<file path="src/rtl/arith_pkg.sv">
// Shared definitions for the serial arithmetic blocks.
// FSM encodings and counter sizing.
package arith_pkg;

  typedef enum logic [1:0] {
    ST_IDLE = 2'd0,
    ST_BUSY = 2'd1,
    ST_DONE = 2'd2
  } state_t;

  function automatic int cnt_w(input int w);
    return (w <= 1) ? 1 : $clog2(w);
  endfunction

endpackage

</file>
<file path="src/rtl/full_subtractor.sv">
// One-bit full subtractor cell.
// Computes x - y - bin.
module full_subtractor (
  input  logic x,
  input  logic y,
  input  logic bin,
  output logic d,
  output logic bout
);

  assign d    = x ^ y ^ bin;
  assign bout = (~x & y) | (~(x ^ y) & bin);

endmodule

</file>
<file path="src/rtl/serial_subtractor.sv">
// Bit-serial unsigned subtractor, LSB first.
// One full-subtractor cell plus a borrow flop.
module serial_subtractor
  import arith_pkg::*;
#(
  parameter int WIDTH = 8
) (
  input  logic             clk,
  input  logic             rst_n,
  input  logic             start,
  input  logic [WIDTH-1:0] a,
  input  logic [WIDTH-1:0] b,
  output logic             busy,
  output logic             done,
  output logic [WIDTH-1:0] diff,
  output logic             borrow
);

  localparam int CW = cnt_w(WIDTH);

  state_t           state;
  logic [WIDTH-1:0] a_sr;
  logic [WIDTH-1:0] b_sr;
  logic [CW-1:0]    cnt;
  logic             bff;
  logic             d;
  logic             bout;
  logic [WIDTH-1:0] dmsb;
  logic [WIDTH-1:0] diff_nxt;

  full_subtractor u_fs (
    .x    (a_sr[0]),
    .y    (b_sr[0]),
    .bin  (bff),
    .d    (d),
    .bout (bout)
  );

  // New bit enters at the MSB; WIDTH=1 safe.
  always_comb begin
    dmsb            = '0;
    dmsb[WIDTH-1]   = d;
    diff_nxt        = (diff >> 1) | dmsb;
  end

  always_ff @(posedge clk) begin
    if (!rst_n) begin
      state  <= ST_IDLE;
      busy   <= 1'b0;
      done   <= 1'b0;
      diff   <= '0;
      borrow <= 1'b0;
      a_sr   <= '0;
      b_sr   <= '0;
      cnt    <= '0;
      bff    <= 1'b0;
    end else begin
      unique case (state)
        ST_IDLE: begin
          done <= 1'b0;
          if (start) begin
            a_sr  <= a;
            b_sr  <= b;
            bff   <= 1'b0;
            cnt   <= '0;
            busy  <= 1'b1;
            state <= ST_BUSY;
          end
        end
        ST_BUSY: begin
          diff <= diff_nxt;
          a_sr <= a_sr >> 1;
          b_sr <= b_sr >> 1;
          bff  <= bout;
          cnt  <= cnt + CW'(1);
          if (cnt == CW'(WIDTH - 1)) begin
            borrow <= bout;
            done   <= 1'b1;
            state  <= ST_DONE;
          end
        end
        ST_DONE: begin
          done  <= 1'b0;
          busy  <= 1'b0;
          state <= ST_IDLE;
        end
        default: begin
          done  <= 1'b0;
          busy  <= 1'b0;
          state <= ST_IDLE;
        end
      endcase
    end
  end

endmodule

</file>
<file path="config.mk">
export PLATFORM = sky130hd
export DESIGN_NAME = serial_subtractor
export DESIGN_NICKNAME = d
export VERILOG_FILES = /design/src/rtl/arith_pkg.sv /design/src/rtl/full_subtractor.sv /design/src/rtl/serial_subtractor.sv
export SDC_FILE = /design/constraint.sdc
export NUM_CORES = 1
export LEC_CHECK = 0
export BUFFER_PORTS_ARGS = -buffer_cell sky130_fd_sc_hd__clkbuf_2
export CORE_ASPECT_RATIO = 0.7
export CORE_MARGIN = 1
export CORE_UTILIZATION = 50
export DETAILED_ROUTE_END_ITERATION = 10
export GPL_ROUTABILITY_DRIVEN = 0
export PLACE_DENSITY = 0.79
export SYNTH_ARGS = -nofsm -noshare
export SYNTH_HDL_FRONTEND = slang
export SYNTH_SLANG_ARGS = --single-unit
</file>
<file path="constraint.sdc">
create_clock -name clk -period 2.6 [get_ports clk]
set_input_delay 0.65 -clock clk [delete_from_list [all_inputs] [get_ports clk]]
set_output_delay 0.65 -clock clk [all_outputs]
set_load 0.005 [all_outputs]
</file>
==> flow_summary.toml <==
[sta]
hold_viol_final = 0
rsz0062_at_grt = "false"
period_minus_slack_ns = 1.59
fin_worst_skew_ns = 0.00716
setup_viol = 0
final.setup.tns_ns = 0
period_share_pct = 61.3
worst_pin_slew_ns = 0.887
holdWs_ns = 0.471
slew_headroom_pct = 40.9
fmax_ghz = 0.627
drv_slew = 0

[logic_synthesis]
muxShareOfSynthArea_pct = 0.750
yosysSeqAreaShare_pct = 49.5
synth_cell_types = 28
synth_top_family_by_area = "compound AO/OA/AOI/OAI gates"
ys_seq_elements = 33
synth_area_leader_cell = "dfxtp_1"
yosysTopAreaCellShare_pct = 49.5
syn_inst = 133
ys_warn_count = 0
synth_area_um2 = 1340
yosys-top-cells-area = "dfxtp_1 49%, o221a_2 11%, o21a_1 7.3%"
synth_fa_ha_area_share_pct = 3.37
synth_nets = 155
synth-compound-area-share_pct = 28.0
syn_avg_cell_area_um2 = 10.0
synth-xor-area-share_pct = 0
synthSimpleGateAreaFrac_pct = 11.7

[setup_path]
r2r_cells = 3
cp-end-kind = "register"
r2r_end = "b_sr[0]"
required_ns = 2.80
r2r_setup_slack_ns = 1.01
path_max_fanout = 24
path_class = "reg2reg"
crit_arrival_ns = 1.79
start_kind = "register"
rr_startpoint = "state[1]"

[global_route]
grt_max_degree = 25
grtUsageTotal_pct = 19.6
grt_overflow = 0
grt_pass1_vias = 933
antenna_found_initial = 0
grt_pass1_wl_um = 3990

[layout]
nNetsFinal = 182
diodes = 0
multi_input_area_um2 = 586
layout_common_cells = "33 x dfxtp_1, 29 x clkbuf_2, 17 x nand2_1"
final_common_cell = "dfxtp_1"
layout-drive-gt1-share_pct = 31.7
seq_area_um2 = 661
area_growth_pct = 15.0
layout.cells.non_filler = 195
fill_cells = 220

[cts]
insertion_delay_ns = 0.29
clk_pin_slew_ns = 0.07
clock_path_buffers = 2
postCtsResizedCells = 0
cts_hold_buf = 0
htree_num_levels = 2
clockRootBuffer = "clkbuf_8"
post_cts_buffers = 0
cts_tree = "done"
clkSinkCount = 33
numCtsBuffers = 5

[drt]
wl_met1_um = 1250
top_layer = "met4"
routed-wl-met2_um = 1100
firstDrtPassIters = 4
post_drt_wl_per_cell_um = 13.1
drt_iter0_drc = 68
wl_um = 2550
drc_errors = 0
vias = 1033
via_per_inst = 5.30
ant_nets = 0
wl_met3_um = 120

[hold_path]
hold_depth = 2
hold_path_class = "reg2reg"
hold_start = "diff[0]"
whs_endpoint = "diff[0]"

[placement]
io_buffer_count = 29
place_hpwl_um = 1800
dpl.cell_count = 187

[status]
status = "finished clean"

[die]
die_w_um = 63.8
fp.dieH_um = 45.2
die_area_um2 = 2880
rows = 15
initial_core_util_pct = 53.5
core_region_area_um2 = 2500
ios = 30

[power_and_ir_drop]
total_power_mw = 1.04
total_leakage_power_nw = 0.647
ir_worst_vdd_mv = 0.374
p_per_area_nw_per_um2 = 674

[run]
drv_cap = 0
## worst max-delay path by stage
stage	to	slack, ns	cells after the start	start
after floorplan	a_sr[0]	1.19	4	rst_n
after global placement	b_sr[7]	1.02	4	start
after detailed placement	cnt[1]	0.99	4	start
after CTS	b_sr[3]	1.01	3	state[1]
after global routing	b_sr[0]	0.88	3	state[1]
final	b_sr[0]	1.01	3	state[1]
## final cells by class
class,instances,share of cell area (%)
Multi-Input combinational cell,86,38.1
Tap cell,34,2.77
Timing Repair Buffer,29,9.45
Clock inverter,2,0.652
Clock buffer,6,4.73
Sequential cell,33,43.0
Inverter,5,1.22
## worst max-delay path, stage by stage (launching register included)
cell and delay (ns):
dfxtp_1 0.44, nand2b_1 0.73, o21ai_1 0.15, a221oi_2 0.20
## Yosys cell counts
| cell type | count |
|---|---|
| inv_1 | 5 |
| buf_6 | 2 |
| o21ai_1 | 1 |
| a21oi_1 | 11 |
| o21bai_1 | 1 |
| fa_1 | 1 |
| o21a_1 | 13 |
| and3_1 | 1 |
| nor2b_1 | 1 |
| dfxtp_1 | 33 |
| a311oi_1 | 1 |
| nor2_2 | 1 |
| a2bb2oi_1 | 1 |
| ha_1 | 2 |
| nor2_1 | 11 |
| clkbuf_1 | 2 |
| a22oi_1 | 4 |
| mux2i_1 | 1 |
| o221a_2 | 13 |
| buf_2 | 2 |
| and2b_1 | 1 |
| nand2b_1 | 2 |
| nor3b_1 | 1 |
| nand2_1 | 17 |
| a221oi_2 | 1 |
| buf_4 | 2 |
| nor3_1 | 1 |
| buf_8 | 1 |
## metrics by stage
step	setup WS (ns)	utilization, %	area [µm²]
2_1_floorplan	1.19	-	1340
3_3_place_gp	1.02	58.2	1450
3_5_place_dp	0.987	58.2	1450
4_1_cts	1.01	61.5	1540
5_1_grt	0.880	61.5	1540
6_report	1.01	61.5	1540
## registers in the layout, summed over array words and instances (netlist names)
register and count:
a_sr 8, b_sr 8, diff 8, cnt 3, state 2, bff 1
borrow 1, busy 1, done 1
## power by group
part           leakage [nW]  internal (mW)  total, mW  switching (mW)
registers             0.271          0.536      0.555          0.0191
logic                 0.331         0.0564      0.117          0.0607
clock network        0.0450          0.185      0.363           0.178
total                 0.647          0.778       1.04           0.258
## cell families after synthesis
family	Yosys count
fa+ha+maj	3
flops	33
compound gates	46
mux	1
simple gates	36
buf+inv	14
## layer usage
layer / vias to the layer above / track usage (%)
met3: 7 / 6.31
li1: 532 / -
met4: 0 / 16.4
met5: - / 0
met1: 473 / 23.3
met2: 21 / 29.6
Note: power is estimated with default switching activity, not from simulation.
